$ cat src/rtl/stopwatch_timebase_pkg.sv
// stopwatch_timebase_pkg: shared digit width, default timing/layout constants and digit indexing
package stopwatch_timebase_pkg;
    localparam int DIGIT_W = 4;
    localparam int DEFAULT_NUM_DIGITS = 6;
    localparam int DEFAULT_DIV = 10000;
    localparam int DEFAULT_DIV_W = 14;
    // mm:ss:cc layout: digit 0/1 = centiseconds, 2/3 = seconds, 4/5 = minutes; tens of s and min count 0..5
    localparam logic [DEFAULT_NUM_DIGITS-1:0] DEFAULT_RADIX6_MASK = 6'b101000;
    // digit i occupies bits [digit_lsb(i) +: DIGIT_W]; digit 0 is least significant
    function automatic int digit_lsb(input int i);
        return DIGIT_W * i;
    endfunction
endpackage

$ cat src/rtl/stopwatch_timebase_if.sv
// stopwatch_timebase_if: control levels in, count/display/status out
interface stopwatch_timebase_if
    import stopwatch_timebase_pkg::*;
#(
    parameter int NUM_DIGITS = DEFAULT_NUM_DIGITS
);
    logic                            start_stop;
    logic                            lap;
    logic                            clear;
    logic [DIGIT_W*NUM_DIGITS-1:0]   live_digits;
    logic [DIGIT_W*NUM_DIGITS-1:0]   disp_digits;
    logic                            running;
    logic                            lap_hold;
    logic                            tick;
    logic                            overflow;
    modport master (
        output start_stop, lap, clear,
        input  live_digits, disp_digits, running, lap_hold, tick, overflow
    );
    modport slave (
        input  start_stop, lap, clear,
        output live_digits, disp_digits, running, lap_hold, tick, overflow
    );
endinterface

$ cat src/rtl/stopwatch_timebase_bcd_digit.sv
// bcd_digit: one clock-enabled BCD digit counting 0..RADIX-1 with synchronous clear
module bcd_digit
    import stopwatch_timebase_pkg::*;
#(
    parameter int RADIX = 10
)(
    input  logic               clk,
    input  logic               rst_n,
    input  logic               clr,
    input  logic               inc,
    output logic               at_max,
    output logic [DIGIT_W-1:0] value
);
    assign at_max = value == DIGIT_W'(RADIX - 1);
    // clear wins over increment; a digit at max rolls to 0 when incremented
    always_ff @(posedge clk or negedge rst_n)
        if (!rst_n)
            value <= '0;
        else if (clr)
            value <= '0;
        else if (inc)
            value <= at_max ? '0 : value + 1'b1;
endmodule

$ cat src/rtl/stopwatch_timebase.sv
// stopwatch_timebase: prescaler + mixed-radix BCD chain with start/stop, lap freeze and clear; define STOPWATCH_SATURATE_EN to hold at max instead of wrapping
module stopwatch_timebase
    import stopwatch_timebase_pkg::*;
#(
    parameter int                    NUM_DIGITS  = DEFAULT_NUM_DIGITS,
    parameter logic [NUM_DIGITS-1:0] RADIX6_MASK = NUM_DIGITS'(DEFAULT_RADIX6_MASK),
    parameter int                    DIV         = DEFAULT_DIV,
    parameter int                    DIV_W       = DEFAULT_DIV_W
)(
    input logic                 clk,
    input logic                 rst_n,
    stopwatch_timebase_if.slave bus
);
    localparam int W = DIGIT_W * NUM_DIGITS;

    logic [2:0]            s1, s2, prev, armed, ev;
    logic                  up;
    logic                  ev_ss, ev_lap, ev_clr, ss_ok;
    logic [DIV_W-1:0]      pre;
    logic                  tick_r, running_r, lap_hold_r, overflow_r;
    logic [W-1:0]          live, lap_reg;
    logic [NUM_DIGITS-1:0] at_max, cy;
    logic                  all_max, wrap, adv;

    // 2-flop synchronisers plus previous-value flops; a level already high when reset releases never arms
    always_ff @(posedge clk or negedge rst_n)
        if (!rst_n) begin
            s1    <= '0;
            s2    <= '0;
            prev  <= '0;
            armed <= '0;
            up    <= 1'b0;
        end else begin
            s1    <= {bus.clear, bus.lap, bus.start_stop};
            s2    <= s1;
            prev  <= s2;
            up    <= 1'b1;
            armed <= armed | ({3{up}} & ~s1);
        end

    assign ev     = s2 & ~prev & armed;
    assign ev_ss  = ev[0];
    assign ev_lap = ev[1];
    assign ev_clr = ev[2];

    assign all_max = &at_max;
    assign wrap    = tick_r & all_max;
`ifdef STOPWATCH_SATURATE_EN
    assign adv   = tick_r & ~all_max;
    assign ss_ok = ev_ss & ~overflow_r;
`else
    assign adv   = tick_r;
    assign ss_ok = ev_ss;
`endif

    assign cy[0] = adv;
    for (genvar i = 0; i < NUM_DIGITS; i++) begin : g_digit
        if (i > 0) begin : g_cy
            assign cy[i] = cy[i-1] & at_max[i-1];
        end
        bcd_digit #(.RADIX(RADIX6_MASK[i] ? 6 : 10)) u_digit (
            .clk    (clk),
            .rst_n  (rst_n),
            .clr    (ev_clr),
            .inc    (cy[i]),
            .at_max (at_max[i]),
            .value  (live[digit_lsb(i) +: DIGIT_W])
        );
    end

    // prescaler, run/lap state and sticky overflow; clear beats start_stop/lap, which are applied alongside a pending tick
    always_ff @(posedge clk or negedge rst_n)
        if (!rst_n) begin
            pre        <= '0;
            tick_r     <= 1'b0;
            running_r  <= 1'b0;
            lap_hold_r <= 1'b0;
            lap_reg    <= '0;
            overflow_r <= 1'b0;
        end else if (ev_clr) begin
            pre        <= '0;
            tick_r     <= 1'b0;
            running_r  <= 1'b0;
            lap_hold_r <= 1'b0;
            lap_reg    <= '0;
            overflow_r <= 1'b0;
        end else begin
            if (running_r)
                pre <= (pre == DIV_W'(DIV - 1)) ? '0 : pre + 1'b1;
            tick_r <= running_r && (pre == DIV_W'(DIV - 1));
`ifdef STOPWATCH_SATURATE_EN
            running_r <= wrap ? 1'b0 : running_r ^ ss_ok;
`else
            running_r <= running_r ^ ss_ok;
`endif
            if (ev_lap) begin
                lap_hold_r <= ~lap_hold_r;
                if (!lap_hold_r)
                    lap_reg <= live;
            end
            if (wrap)
                overflow_r <= 1'b1;
        end

    assign bus.live_digits = live;
    assign bus.disp_digits = lap_hold_r ? lap_reg : live;
    assign bus.running     = running_r;
    assign bus.lap_hold    = lap_hold_r;
    assign bus.tick        = tick_r;
    assign bus.overflow    = overflow_r;
endmodule

$ cat src/flat_wrapper.sv
// flat-port wrapper written by rule: the top's interface ports become plain ports
module stopwatch_timebase_flat import stopwatch_timebase_pkg::*;
#(
    parameter int                    NUM_DIGITS  = DEFAULT_NUM_DIGITS,
    parameter logic [NUM_DIGITS-1:0] RADIX6_MASK = NUM_DIGITS'(DEFAULT_RADIX6_MASK),
    parameter int                    DIV         = DEFAULT_DIV,
    parameter int                    DIV_W       = DEFAULT_DIV_W
)
  (clk, rst_n, bus_start_stop, bus_lap, bus_clear, bus_live_digits, bus_disp_digits, bus_running, bus_lap_hold, bus_tick, bus_overflow);
  stopwatch_timebase_if #(.NUM_DIGITS(NUM_DIGITS)) bus_i ();
  input logic clk;
  input logic rst_n;
  input wire logic [$bits(bus_i.start_stop)-1:0] bus_start_stop;
  input wire logic [$bits(bus_i.lap)-1:0] bus_lap;
  input wire logic [$bits(bus_i.clear)-1:0] bus_clear;
  output wire logic [$bits(bus_i.live_digits)-1:0] bus_live_digits;
  output wire logic [$bits(bus_i.disp_digits)-1:0] bus_disp_digits;
  output wire logic [$bits(bus_i.running)-1:0] bus_running;
  output wire logic [$bits(bus_i.lap_hold)-1:0] bus_lap_hold;
  output wire logic [$bits(bus_i.tick)-1:0] bus_tick;
  output wire logic [$bits(bus_i.overflow)-1:0] bus_overflow;
  assign bus_i.start_stop = bus_start_stop;
  assign bus_i.lap = bus_lap;
  assign bus_i.clear = bus_clear;
  assign bus_live_digits = bus_i.live_digits;
  assign bus_disp_digits = bus_i.disp_digits;
  assign bus_running = bus_i.running;
  assign bus_lap_hold = bus_i.lap_hold;
  assign bus_tick = bus_i.tick;
  assign bus_overflow = bus_i.overflow;
  stopwatch_timebase #(.NUM_DIGITS(NUM_DIGITS), .RADIX6_MASK(RADIX6_MASK), .DIV(DIV), .DIV_W(DIV_W)) u_core (.clk(clk), .rst_n(rst_n), .bus(bus_i));
endmodule
$ cat config.mk
export PLATFORM = sky130hd
export DESIGN_NAME = stopwatch_timebase_flat
export DESIGN_NICKNAME = d
export VERILOG_FILES = /design/src/rtl/stopwatch_timebase_pkg.sv /design/src/rtl/stopwatch_timebase_if.sv /design/src/rtl/stopwatch_timebase_bcd_digit.sv /design/src/rtl/stopwatch_timebase.sv /design/src/flat_wrapper.sv
export SDC_FILE = /design/constraint.sdc
export NUM_CORES = 1
export LEC_CHECK = 0
export ABC_CLOCK_PERIOD_IN_PS = 1650
export CAP_MARGIN = 30
export CORE_AREA = 2 2 88 90
export DETAILED_ROUTE_END_ITERATION = 10
export DIE_AREA = 0 0 90 92
export DONT_BUFFER_PORTS = 1
export PLACE_DENSITY = 0.75
export SLEW_MARGIN = 20
export SYNTH_ARGS = -nofsm -noshare
export SYNTH_HDL_FRONTEND = slang
export SYNTH_SLANG_ARGS = --single-unit
$ cat constraint.sdc
create_clock -name clk -period 1.65 [get_ports clk]
set_input_delay 0.2475 -clock clk [delete_from_list [all_inputs] [get_ports clk]]
set_output_delay 0.2475 -clock clk [all_outputs]
set_load 0.01 [all_outputs]
==> impl_results.md, run 1 <==
- Status: complete, but fails checks
- Failing checks: negative hold slack, negative setup slack
- Iter 0 DRT Violations: 217
- H-tree levels: 3
- Layout Nets: 471
- CTS tree: built
- Number of global-route vias before repair: 3177
- Worst Max-Slew Pin Slew: 0.5280 ns
- CP max stage cell: or4_4
- Clock skew: 0.01140 ns
- Final Max Tran Viols: 0
- Chip height: 92 µm
- Count of warnings emitted by yosys: 0
- Setup violators final: 3
- CP peak stage delay: 0.45 ns
- CP top delay family: simple AND/OR/NAND/NOR gates
- Crit path DAT: 1.97 ns
- WL final: 9.429 mm
- Initial antenna violation count: 0
- Area grow syn2layout: 24.99%
- Post-route ant nets: 0
- Root buf cell: clkbuf_8
- Worst VDD drop: 571.2 µV
- Startpoint Class: flip-flop
- Detailed-route via count: 3164
- Unrepaired setup endpoints after global routing: true
- GPL Wtd Cong: 0.8327
- CTS max path bufs: 2
- TNS Setup: -0.05549 ns
- Final hold vios: 79
- HPWL after DPL: 6.158 mm
- Antenna Cells: 0
- # fillers: 581
- Port Buffers: 0
- Critical Path RT: 1.94 ns
- Total grt overflow: 0
- Vias/cell: 5.650
- Fin worst setup slack: -0.02810 ns
- Async set-reset flop share out of synthesis: 100.0%
- Crit path max fanout: 3
- Synth Flop Type: dfrtp_1
- Final period utilization: 101.7%
- Netlist Area Pre-Place: 4075 µm²
- Largest net degree at the start of global routing: 80
- Buffers & Inverters on Critical Path: 1
- Initial core utilization: 54.72%
- Critical Setup Path Class: flip-flop to flip-flop
- Power density over the cells: 775.7 nW/µm²
- Clock slew at reported path FFs: 0.09 ns
- Worst hold slack: -0.4264 ns
- Core area: 7447 µm²
- Sequential share of the synthesized area: 48.51%
- Worst path cell trace: inv_2, ha_4, and3b_2, nand4_4, or4_4, a31oi_4
- Lkg Pwr: 2.441 nW
- Number of synthesized flops with an enable pin: 0
- CP endpoint kind: flip-flop
- Die width: 90 µm
- DIE AREA: 8280 µm²
- I/O Pins: 57
- Total CTS buffers: 9
- Slew headroom: 64.80%
- Layout cell share with drive strength beyond 1: 32.10%
- Min Tclk post-route: 1.678 ns
- First-pass iteration count of the detailed router: 4
- CTS Hold Bufs: 3
- GRT Util Overall: 23.63%
- Number of synthesized register bits: 79
- Peak Freq: 595.9 MHz
- Max_cap viols: 0
- Wire length per cell: 16.84 µm
- Synth Instances: 391
- Most common cell after layout, fill and taps aside: dfrtp_1
- Worst-Skew Late Latency: 0.36 ns
- Remaining DRCs: 0
- Row count: 32
- First-pass GRT wire length: 15.64 mm
- HP Class: primary input to async pin
- Most frequent cells in the layout: dfrtp_1, buf_4, nor2_1
- Post-synthesis area per instance: 10.42 µm²
- Mapped Nets: 409
- Clk sinks: 79
- Post-synthesis cell type count: 54
-- layer usage --
metal | up-vias | wire length (µm) | GRT usage [%]
met5 | - | 0 | 0
met4 | 0 | 201 | 10.38
met3 | 17 | 525 | 7.149
met2 | 68 | 4748 | 39.47
met1 | 1562 | 3953 | 28.44
li1 | 1517 | - | -
-- stage by stage --
step | setup WS [ns] | power (mW) | area [µm²] | instances | utilization [%]
2_1_floorplan | -0.1404 | 2.345 | 4110 | 391 | -
3_3_place_gp | -0.07004 | 2.490 | 4618 | 533 | 62.01
3_5_place_dp | -0.1493 | 2.507 | 4618 | 533 | 62.01
4_1_cts | -0.03824 | 3.968 | 4935 | 557 | 66.26
5_1_grt | -0.09861 | 4.125 | 5094 | 560 | 68.40
6_report | -0.02810 | 3.951 | 5094 | 560 | 68.40
-- report_power, final --
group | switching [mW] | total, mW | internal, mW
registers | 0.0403 | 2.03 | 1.99
logic | 0.259 | 0.466 | 0.207
clock network | 0.749 | 1.46 | 0.707
total | 1.05 | 3.95 | 2.90
-- synthesized netlist by cell type (4+ instances only) --
master / n / share of area, %
nand2_1: 24 / 2.2
and3b_1: 5 / 1.1
xor2_1: 8 / 1.7
and3_1: 5 / 0.77
ha_1: 13 / 4.0
a21o_1: 4 / 0.74
nand3b_1: 5 / 0.92
nand3_1: 6 / 0.74
nor2_1: 57 / 5.3
or3_1: 4 / 0.61
dfrtp_1: 79 / 49
mux2_2: 18 / 5.0
and4_1: 5 / 1.1
mux2i_1: 32 / 7.9
buf_2: 8 / 0.98
nor4_1: 7 / 1.1
nor3_1: 9 / 1.1
o21ai_0: 18 / 2.2
a21oi_1: 10 / 1.2
inv_1: 11 / 1.0
clkbuf_1: 10 / 0.92
nor3b_1: 4 / 0.74
-- path summary, 6_finish.rpt --
check | startpoint | slack, ns | endpoint | cells after the start
worst max-delay path | u_core.g_digit[1].u_digit.value[1]$_DFFE_PN0P_ | -0.03 | u_core.g_digit[4].u_digit.value[3]$_DFFE_PN0P_ | 6
worst min-delay path | rst_n | -0.43 | u_core.lap_reg[9]$_DFFE_PN0P_ | 0
worst max register to register | u_core.g_digit[1].u_digit.value[1]$_DFFE_PN0P_ | -0.03 | u_core.g_digit[4].u_digit.value[3]$_DFFE_PN0P_ | 6
worst min register to register | u_core.s1[1]$_DFF_PN0_ | 0.38 | u_core.s2[1]$_DFF_PN0_ | 0
max in group asynchronous | rst_n | 1.94 | u_core.g_digit[1].u_digit.value[1]$_DFFE_PN0P_ | 0
min in group clk | u_core.s1[1]$_DFF_PN0_ | 0.38 | u_core.s2[1]$_DFF_PN0_ | 0
-- cell families (layout without fill, tap and decap cells) --
kind of cell	after synthesis	in the layout	synth area share, %
compound gates	53	53	8.260
xor+xnor	10	10	2.149
fa+ha+maj	13	13	3.992
buf+inv	32	98	3.378
flops	79	79	48.51
mux	51	51	13.11
other cells	1	1	0.09202
simple gates	152	153	20.51
-- final cells by class --
| class | count | area [µm²] | share of cell area, % |
|---|---|---|---|
| Clock inverter | 6 | 68.82 | 1.351 |
| Timing Repair Buffer | 71 | 588.1 | 11.55 |
| Clock buffer | 10 | 127.6 | 2.506 |
| Sequential cell | 79 | 1982 | 38.91 |
| Multi-Input combinational cell | 281 | 2158 | 42.37 |
| Tap cell | 102 | 127.6 | 2.506 |
| Inverter | 11 | 41.29 | 0.8106 |
-- worst register-to-register path, stage by stage, from the launching register on --
cell and delay, ns:
dfrtp_2 0.41, inv_2 0.07, ha_4 0.15, and3b_2 0.24, nand4_4 0.11, or4_4 0.45
a31oi_4 0.17
-- repair_timing --
item,CTS,global route
buffers inserted,5,2
resized for setup,18,27
pin swaps,7,7
cloned,0,1
hold endpoints to repair,82,79
setup endpoints to repair,22,48
Note: power is estimated with default switching activity, not from simulation.
==> inputs of run 2 (changes only) <==
--- a/config.mk
+++ b/config.mk
@@ -12,7 +12,9 @@
 export DIE_AREA = 0 0 90 92
 export DONT_BUFFER_PORTS = 1
 export PLACE_DENSITY = 0.75
+export SETUP_SLACK_MARGIN = 0.2
 export SLEW_MARGIN = 20
 export SYNTH_ARGS = -nofsm -noshare
 export SYNTH_HDL_FRONTEND = slang
+export SYNTH_HIERARCHICAL = 1
 export SYNTH_SLANG_ARGS = --single-unit
==> impl_results.md, run 2 <==
- Number of synthesized register bits: 79 (unchanged)
- Chip height: 92 µm (unchanged)
- Commonest cells post-synth: dfrtp_1, nor2_1, mux2_2, mux2i_1, nand2_1 (was dfrtp_1, nor2_1, mux2i_1)
- Most frequent cells in the layout: dfrtp_1, buf_4, nor2_1 (unchanged)
- Crit path DAT: 2.24 ns (was 1.97 ns)
- H-tree levels: 3 (unchanged)
- Worst hold slack: -0.4256 ns (was -0.4264 ns)
- Worst path cell trace: inv_2, ha_4, nand3b_1, inv_2, and3_4, and4_4, nand4_1, or3_1, a21oi_1 (was inv_2, ha_4, and3b_2, nand4_4, or4_4, a31oi_4)
- R2r setup slk: -0.31 ns (was -0.03 ns)
- Ranking of synthesized cells by area: dfrtp_1, mux2_2, mux2i_1 (was dfrtp_1, mux2i_1, nor2_1)
- CTS Hold Bufs: 3 (unchanged)
- Mapped Nets: 392 (was 409)
- Failing checks: negative hold slack, negative setup slack (unchanged)
- Max_cap viols: 0 (unchanged)
- DP Area: 4526 µm² (was 4618 µm²)
- Async set-reset flop share out of synthesis: 100.0% (unchanged)
- Utilization after layout: 73.62% (was 68.40%)
- Initial antenna violation count: 0 (unchanged)
- Port Buffers: 0 (unchanged)
- DIE AREA: 8280 µm² (unchanged)
- Synth Instances: 373 (was 391)
- Detailed-route via count: 3192 (was 3164)
- Largest net degree at the start of global routing: 80 (unchanged)
- Min Tclk post-route: 1.964 ns (was 1.678 ns)
- Root buf cell: clkbuf_8 (unchanged)
- Largest area contributor in the netlist: dfrtp_1 (unchanged)
- CP peak stage delay: 0.42 ns (was 0.45 ns)
- Power, Total: 4.532 mW (was 3.951 mW)
- Post-synthesis cell type count: 52 (was 54)
- CTS max path bufs: 2 (unchanged)
- Crit path max fanout: 4 (was 3)
- CP max stage cell: dfrtp_2 (was or4_4)
- Number of global-route vias before repair: 3221 (was 3177)
- Final period utilization: 119.0% (was 101.7%)
- Count leader, synth: dfrtp_1 (unchanged)
- Synth Flop Type: dfrtp_1 (unchanged)
- Status: complete, but fails checks (unchanged)
- Final Max Tran Viols: 0 (unchanged)
- I/O Pins: 57 (unchanged)
- Number of synthesized flops with an enable pin: 0 (unchanged)
- Clock skew: 0.02122 ns (was 0.01140 ns)
- Area share of the largest cell type after synthesis: 48.62% (was 48.51%)
- Antenna Cells: 0 (unchanged)
- Worst-Skew Late Latency: 0.36 ns (about the same)
- Post-synthesis area per instance: 10.90 µm² (was 10.42 µm²)
- Core area: 7447 µm² (unchanged)
- Peak Freq: 509.1 MHz (was 595.9 MHz)
- CP Depth: 9 (was 6)
- Remaining DRCs: 0 (unchanged)
- Row count: 32 (unchanged)
- Setup violators final: 31 (was 3)
- First-pass GRT wire length: 15.62 mm (was 15.64 mm)
- TNS Setup: -2.783 ns (was -0.05549 ns)
- Most numerous cell on the critical path: inv_2
- Layout cell share with drive strength beyond 1: 39.43% (was 32.10%)
- Area grow syn2layout: 34.83% (was 24.99%)
- First-pass iteration count of the detailed router: 4 (unchanged)
- Pre-CTS WS: -0.1946 ns (was -0.1493 ns)
- Iter 0 DRT Violations: 183 (was 217)
- Sequential share of the synthesized area: 48.62% (was 48.51%)
- GRT Util Overall: 23.57% (was 23.63%)
- GPL Wtd Cong: 0.7830 (was 0.8327)
- HP Class: primary input to async pin (unchanged)
- Critical Path RT: 1.93 ns (was 1.94 ns)
- Clk sinks: 79 (unchanged)
- WL final: 10.54 mm (was 9.429 mm)
- CP top delay family: simple AND/OR/NAND/NOR gates (unchanged)
- Worst VDD drop: 623.9 µV (was 571.2 µV)
- Non-Filler Instances: 561 (was 560)
- Lkg Pwr: 2.583 nW (was 2.441 nW)
- Dpl cells: 508 (was 533)
- Die width: 90 µm (unchanged)
- Clock slew at reported path FFs: 0.10 ns (was 0.09 ns)
- HPWL after DPL: 5.611 mm (was 6.158 mm)
- Post-route cell area: 5483 µm² (was 5094 µm²)
- Final hold vios: 79 (unchanged)
- R2R depth: 9 (was 6)
- Critical Setup Path Class: flip-flop to flip-flop (unchanged)
- Power density over the cells: 826.5 nW/µm² (was 775.7 nW/µm²)
- Unrepaired setup endpoints after global routing: true (unchanged)
- Netlist Area Pre-Place: 4066 µm² (was 4075 µm²)
- CTS tree: built (unchanged)
- Post-route ant nets: 0 (unchanged)
- Buffers & Inverters on Critical Path: 2 (was 1)
- CP endpoint kind: flip-flop (unchanged)
- Fin worst setup slack: -0.3142 ns (was -0.02810 ns)
- Total grt overflow: 0 (unchanged)
- Startpoint Class: flip-flop (unchanged)
- Layout Nets: 473 (was 471)
- Initial core utilization: 54.60% (was 54.72%)
- Count of warnings emitted by yosys: 6 (was 0)
- Total CTS buffers: 9 (unchanged)
- Vias/cell: 5.690 (was 5.650)
- Most common cell after layout, fill and taps aside: dfrtp_1 (unchanged)
- Wire length per cell: 18.79 µm (was 16.84 µm)
run 2: logic make-up after synthesis:
kind of cell               after synthesis  share of synthesized area, %
muxes                                   48                         12.55
xor gates and xnor gates                13                         2.800
AOI/OAI and AO/OA                       55                         9.046
and+or+nand+nor                        135                         19.02
other                                    1                       0.09222
DFF                                     79                         48.62
adders and majority gates               14                         4.308
buffers and inverters                   28                         3.569
run 2: layer usage:
| metal | vias to the layer above | GRT usage (%) | wire (µm) |
|---|---|---|---|
| met3 | 17 | 7.149 | 720 |
| li1 | 1477 | - | - |
| met4 | 0 | 8.718 | 192 |
| met2 | 107 | 39.72 | 5447 |
| met5 | - | 0 | 0 |
| met1 | 1591 | 28.72 | 4180 |
run 2: area by class of cell:
class                           instances  area, µm²
Inverter                               14      52.55
Clock buffer                           11      141.4
Tap cell                              102      127.6
Clock inverter                          5      81.33
Fill cell                             508       1964
Multi-Input combinational cell        266       2246
Timing Repair Buffer                   84      850.8
Sequential cell                        79       1983
run 2: timing repair:
item	4_1_cts	5_1_grt
gates resized for setup	49	50
gates cloned	2	1
hold endpoints to repair	82	79
setup endpoints to repair	59	67
setup buffers	24	7
pin swaps	16	17
run 2: worst paths after layout:
path / startpoint / end
worst max-delay path: u_core/g_digit[0].u_digit/value[1]$_DFFE_PN0P_ / u_core/g_digit[5].u_digit/value[3]$_DFFE_PN0P_
worst min-delay path: rst_n / u_core/g_digit[4].u_digit/value[3]$_DFFE_PN0P_
worst max register to register: u_core/g_digit[0].u_digit/value[1]$_DFFE_PN0P_ / u_core/g_digit[5].u_digit/value[3]$_DFFE_PN0P_
worst min register to register: u_core/s2[1]$_DFF_PN0_ / u_core/prev[1]$_DFF_PN0_
max in group asynchronous: rst_n / u_core/pre[10]$_DFFE_PN0P_
min in group clk: u_core/s2[1]$_DFF_PN0_ / u_core/prev[1]$_DFF_PN0_
run 2: report_power, final:
group	switching (mW)	internal (mW)	leakage [nW]
Combinational	0.388	0.462	1.42
Sequential	0.0555	1.99	1.05
Clock	0.738	0.895	0.110
